===== src/rtl/pcs_tx_gearbox_sched.sv =====
// pcs_tx_gearbox_sched
//   Schedules the 64b/66b encoder into the 66b -> DATA_WIDTH TX gearbox.
//   Every gearbox sequence of SEQ_CYCLES words holds back the encoder for
//   one 64-bit block worth of words (PAUSE_CYCLES), giving the gearbox room
//   to emit the sync headers it has accumulated. The block tracks the word
//   position in the sequence and the word phase inside a block. It checks
//   that encoder valids arrive exactly ENC_LATENCY cycles after the ready it
//   was given, and counts qualified encoding errors.
//
// Ports
//   i_clk                 core clock
//   i_reset_n             asynchronous active-low reset
//   i_enable              level; run the TX schedule while high
//   i_gb_ready            gearbox accepts a word this cycle
//   o_scrambler_trdy      ready to the encoder (combinational)
//   i_encoded_data_valid  encoder output valid
//   i_encoding_err        encoder error flag, qualified by valid
//   i_clear_stats         one-cycle pulse clearing o_align_err / o_err_cnt
//   o_seq_cnt             gearbox sequence position 0..SEQ_CYCLES-1
//   o_hdr_slot            accepted word is the first word of a block
//   o_busy                FSM is not idle
//   o_align_err           sticky schedule/alignment violation
//   o_err_cnt             saturating count of qualified encoding errors
module pcs_tx_gearbox_sched #(
  parameter int DATA_WIDTH  = 32,
  parameter int HDR_WIDTH   = 2,
  parameter int ENC_LATENCY = 2,
  parameter int ERR_CNT_W   = 16,
  localparam int WPB          = 64 / DATA_WIDTH,
  localparam int SEQ_CYCLES   = (32 * (64 + HDR_WIDTH)) / DATA_WIDTH,
  localparam int PAUSE_CYCLES = WPB,
  localparam int CNT_W        = $clog2(SEQ_CYCLES)
) (
  input  logic                 i_clk,
  input  logic                 i_reset_n,
  input  logic                 i_enable,
  input  logic                 i_gb_ready,
  output logic                 o_scrambler_trdy,
  input  logic                 i_encoded_data_valid,
  input  logic                 i_encoding_err,
  input  logic                 i_clear_stats,
  output logic [CNT_W-1:0]     o_seq_cnt,
  output logic                 o_hdr_slot,
  output logic                 o_busy,
  output logic                 o_align_err,
  output logic [ERR_CNT_W-1:0] o_err_cnt
);

  localparam int PH_W = (WPB > 1) ? $clog2(WPB) : 1;
  localparam logic [CNT_W-1:0] PAUSE_START = CNT_W'(SEQ_CYCLES - PAUSE_CYCLES);
  localparam logic [CNT_W-1:0] SEQ_LAST    = CNT_W'(SEQ_CYCLES - 1);
  localparam logic [PH_W-1:0]  PH_LAST     = PH_W'(WPB - 1);

  if (!(DATA_WIDTH == 32 || DATA_WIDTH == 64)) begin : g_bad_width
    $error("pcs_tx_gearbox_sched: DATA_WIDTH must be 32 or 64");
  end
  if (ENC_LATENCY < 1) begin : g_bad_latency
    $error("pcs_tx_gearbox_sched: ENC_LATENCY must be >= 1");
  end

  typedef enum logic [1:0] {IDLE, START, RUN, DRAIN} state_e;

  state_e                 state_q;
  logic [CNT_W-1:0]       seq_cnt_q, seq_cnt_d;
  logic [PH_W-1:0]        phase_q, phase_d;
  logic [ENC_LATENCY-1:0] trdy_hist_q, trdy_hist_d;
  logic                   align_err_q, align_err_d;
  logic [ERR_CNT_W-1:0]   err_cnt_q, err_cnt_d;

  logic active;
  logic counting;
  logic trdy;
  logic trdy_dly;
  logic split_err;
  logic valid_err;
  logic enc_err;

  // DRAIN keeps feeding the encoder only to finish a partially sent block.
  assign active    = (state_q == RUN) || ((state_q == DRAIN) && (phase_q != '0));
  assign counting  = ((state_q == RUN) || (state_q == DRAIN)) && i_gb_ready;
  assign trdy      = active && i_gb_ready && (seq_cnt_q < PAUSE_START);
  assign trdy_dly  = trdy_hist_q[ENC_LATENCY-1];
  // Reaching the pause window mid-block would split a block across the pause.
  assign split_err = counting && (seq_cnt_q == PAUSE_START) && (phase_q != '0);
  assign valid_err = i_encoded_data_valid && !trdy_dly;
  assign enc_err   = i_encoded_data_valid && i_encoding_err;

  always_comb begin
    seq_cnt_d = seq_cnt_q;
    phase_d   = phase_q;
    if (state_q == START) begin
      seq_cnt_d = '0;
      phase_d   = '0;
    end
    // Pause slots still consume gearbox cycles, so the count runs on gb_ready.
    if (counting) begin
      seq_cnt_d = (seq_cnt_q == SEQ_LAST) ? '0 : seq_cnt_q + CNT_W'(1);
    end
    if (trdy) begin
      phase_d = (phase_q == PH_LAST) ? '0 : phase_q + PH_W'(1);
    end
  end

  // Ready history: bit i holds trdy from i+1 cycles ago.
  always_comb begin
    trdy_hist_d    = '0;
    trdy_hist_d[0] = trdy;
    for (int i = 1; i < ENC_LATENCY; i++) begin
      trdy_hist_d[i] = trdy_hist_q[i-1];
    end
  end

  // Clear has priority over a same-cycle error set or increment.
  always_comb begin
    align_err_d = align_err_q || valid_err || split_err;
    err_cnt_d   = err_cnt_q;
    if (enc_err && (err_cnt_q != '1)) begin
      err_cnt_d = err_cnt_q + ERR_CNT_W'(1);
    end
    if (i_clear_stats) begin
      align_err_d = 1'b0;
      err_cnt_d   = '0;
    end
  end

  always_ff @(posedge i_clk or negedge i_reset_n) begin
    if (!i_reset_n) begin
      state_q     <= IDLE;
      seq_cnt_q   <= '0;
      phase_q     <= '0;
      trdy_hist_q <= '0;
      align_err_q <= 1'b0;
      err_cnt_q   <= '0;
    end else begin
      case (state_q)
        IDLE:    if (i_enable) state_q <= START;
        START:   state_q <= RUN;
        RUN:     if (!i_enable) state_q <= DRAIN;
        DRAIN:   if (phase_q == '0) state_q <= IDLE;
        default: state_q <= IDLE;
      endcase
      seq_cnt_q   <= seq_cnt_d;
      phase_q     <= phase_d;
      trdy_hist_q <= trdy_hist_d;
      align_err_q <= align_err_d;
      err_cnt_q   <= err_cnt_d;
    end
  end

  assign o_scrambler_trdy = trdy;
  assign o_seq_cnt        = seq_cnt_q;
  assign o_hdr_slot       = trdy && (phase_q == '0);
  assign o_busy           = (state_q != IDLE);
  assign o_align_err      = align_err_q;
  assign o_err_cnt        = err_cnt_q;

endmodule


===== config.mk =====
export PLATFORM = sky130hd
export DESIGN_NAME = pcs_tx_gearbox_sched
export DESIGN_NICKNAME = d
export VERILOG_FILES = /design/src/rtl/pcs_tx_gearbox_sched.sv
export SDC_FILE = /design/constraint.sdc
export NUM_CORES = 1
export LEC_CHECK = 0
export ABC_AREA = 1
export CAP_MARGIN = 40
export CORE_MARGIN = 5
export CORE_UTILIZATION = 52
export CTS_CLUSTER_DIAMETER = 50
export DETAILED_ROUTE_END_ITERATION = 8
export GPL_TIMING_DRIVEN = 0
export PLACE_DENSITY = 0.78
export SLEW_MARGIN = 25
export SYNTH_ARGS = -nofsm -noshare
export SYNTH_HDL_FRONTEND = slang
export SYNTH_SLANG_ARGS = --single-unit
export TNS_END_PERCENT = 10

===== constraint.sdc =====
create_clock -name i_clk -period 2.01 [get_ports i_clk]
set_clock_uncertainty 0.15 [all_clocks]
set_input_delay 0.603 -clock i_clk [delete_from_list [all_inputs] [get_ports i_clk]]
set_output_delay 0.603 -clock i_clk [all_outputs]
set_load 0.005 [all_outputs]

==> impl_metrics.json <==
{
  "nets": 322,
  "num_vias": 1842,
  "yosysTopAreaCell": "dfrtp_1",
  "dr.first_iter.drc_count": 103,
  "wl_per_cell_um": 13.7,
  "drc_errors": 0,
  "netlist-cell-type-count": 27,
  "num-fill-cells": 284,
  "path_class": "reg -> out",
  "cts_hold_buf": 0,
  "grt_setup_unrepaired": "yes",
  "max_slew_margin_pct": 57.4,
  "clock-root-buffer": "clkbuf_4",
  "fin_ws_ns": -0.180,
  "slew_violations": 0,
  "diodes": 0,
  "dr.pass1.iters": 4,
  "clk_path_buf_depth": 2,
  "setup_viol": 5,
  "synth.area.top_cells": "dfrtp_1, nand2_1, nand3_1",
  "avgSynthCellArea_um2": 7.42,
  "postSynthCellCount": 252,
  "die_h_um": 70.0,
  "wirelength_um": 4850,
  "holdCritPathClass": "in -> async",
  "start_util_pct": 54.8,
  "grt_usage_pct": 20.6,
  "num_rows": 21,
  "cts.sinks": 29,
  "fmax_mhz": 457,
  "syn_nets": 267,
  "worst-endpoint-required_ns": 1.26,
  "status": "complete, but fails checks",
  "numPortBuffers": 33,
  "synth_area_mm2": 0.00187,
  "hold_viol_final": 0,
  "fp.coreArea_mm2": 0.00342,
  "placed_cell_area_mm2": 0.00225,
  "drive_above_1_share_pct": 21.8,
  "grt_pass1_vias": 1804,
  "dp_hpwl_um": 3080,
  "ys_seq_elements": 29,
  "startpoint_type": "flip-flop",
  "post-route-period-util_pct": 109,
  "grt_remaining_overflow": 0,
  "yosysWarningCount": 0,
  "crit_fanout": 3,
  "p_leak_nw": 1.33,
  "path_clk_slew_ns": 0.11,
  "layoutNonFillerInstCount": 354,
  "ios": 34,
  "grt_max_degree": 30,
  "arrival_ns": 1.44,
  "grt_pass1_wl_um": 8140,
  "synth.yosys.seq_area_share_pct": 38.8,
  "cts_tree": "yes",
  "gp_congestion": 0.935,
  "worstMarginPinSlew_ns": 0.638,
  "p_total_mw": 2.11,
  "violations": "negative setup slack",
  "clkLatencyLatePin_ns": 0.34,
  "via_per_inst": 5.20,
  "cts_inserted_buffers": 5,
  "antenna_found_initial": 0,
  "postRouteAntennaNets": 0,
  "htreeDepth": 2,
  "die_area_mm2": 0.00490,
  "netlist.area_leader.share_pct": 38.8,
  "powerDensity_mw_per_mm2": 835,
  "setup.worst_path.end_class": "output pin",
  "peakVddDrop_uv": 756,
  "place_inst": 331,
  "design_area_mm2": 0.00252,
  "period_minus_slack_ns": 2.19,
  "area_delta_synth_final_pct": 34.9,
  "die_w_um": 70.0,
  "max-cap-violations": 0
}
[stage by stage]
stage	setup TNS [ns]	hold WS (ns)	setup slack [ns]	util, %
final	-0.644	0.122	-0.180	73.9
after global routing	-1.04	0.183	-0.266	73.9
after CTS	-0.415	0.149	-0.162	72.7
after detailed placement	-2.07	0.197	-0.593	66.0
after global placement	-10.98	0.188	-0.592	66.1
after floorplan	0	0.157	0.268	-
[per-layer routing]
metal	up-vias	part of all wire [%]	wire length, um	track usage [%]
li1	919	-	-	-
met1	860	42	2030	24.0
met2	55	52	2510	37.4
met3	8	4.7	229	4.59
met4	0	1.6	78	6.17
met5	-	0	0	0
[cell usage after synthesis]
cell      count
nand2_1      72
nand3_1      32
inv_1        31
dfrtp_1      29
nor2_1       26
ha_1          8
a21oi_1       6
nand3b_1      6
nor2_2        6
nand4_1       5
xor2_1        5
nand2_2       3
nand3_2       3
o21ai_0       3
buf_2         2
nor2_4        2
nor3_1        2
o21ai_1       2
buf_12        1
inv_2         1
nand2_4       1
nand4_4       1
nor3_2        1
o211ai_1      1
o21a_1        1
o21ai_2       1
o22ai_1       1
[cells in the final DEF (no fill, tap or decap), drive strengths merged]
cell type,n
nand2,76
nand3,35
nor2,34
inv,32
dfrtp,29
dlygate4sd2,23
buf,22
ha,8
clkbuf,7
nand3b,6
a21oi,6
nand4,6
o21ai,6
xor2,5
clkdlybuf4s50,4
nor3,3
dlymetal6s2s,2
o21a,1
o211ai,1
o22ai,1
clkinv,1
[flip-flops by register name (all words and copies together) (netlist names)]
signal	flops
o_err_cnt	16
o_seq_cnt	7
state_q	2
trdy_hist_q	2
o_align_err	1
phase_q	1
[critical path, cell delays in order (launching register included)]
cell and delay (ns):
dfrtp_1 0.42, buf_6 0.13, ha_4 0.17, nand2_4 0.08, nand2_4 0.06, nand3_4 0.07
inv_2 0.05, buf_2 0.12
[cell type report]
cell class	instances	area (um2)	share of cell area, %
Inverter	32	123	4.86
Sequential cell	29	734	29.1
Tap cell	46	57.6	2.28
Clock buffer	7	65.1	2.58
Multi-Input combinational cell	188	1070	42.2
Buffer	3	30.0	1.19
Clock inverter	1	5.00	0.198
Timing Repair Buffer	48	443	17.6
[cell families after synthesis]
logic type	count (synthesis)	share of synthesized area (%)
flip-flops	29	38.8
AO/OA/AOI/OAI	15	4.55
AND/OR/NAND/NOR	160	40.9
buffers and inverters	35	8.03
XOR/XNOR	5	2.34
adder cells (fa/ha/maj)	8	5.35
[final timing paths]
kind | from | slack, ns | to | cells past startpoint
max | state_q[0] | -0.18 | o_scrambler_trdy | 7
min | i_reset_n | 0.12 | o_err_cnt[15] | 1
max reg2reg | state_q[0] | -0.11 | state_q[1] | 14
min reg2reg | trdy_hist_q[0] | 0.22 | trdy_hist_q[1] | 0
max in group asynchronous | i_reset_n | 1.13 | o_err_cnt[7] | 1
min in group i_clk | trdy_hist_q[0] | 0.22 | trdy_hist_q[1] | 0
[repair_timing]
item	CTS	global route
resized for setup	64	9
setup buffers	14	2
endpoints found under the setup margin	25	7
pin swaps	4	3
[where the power goes]
group | internal (mW) | switching, mW | leakage [nW]
sequential | 0.662 | 0.0906 | 0.383
combinational | 0.460 | 0.462 | 0.905
clock | 0.203 | 0.230 | 0.0413
Power figures use the tool's default switching activity.
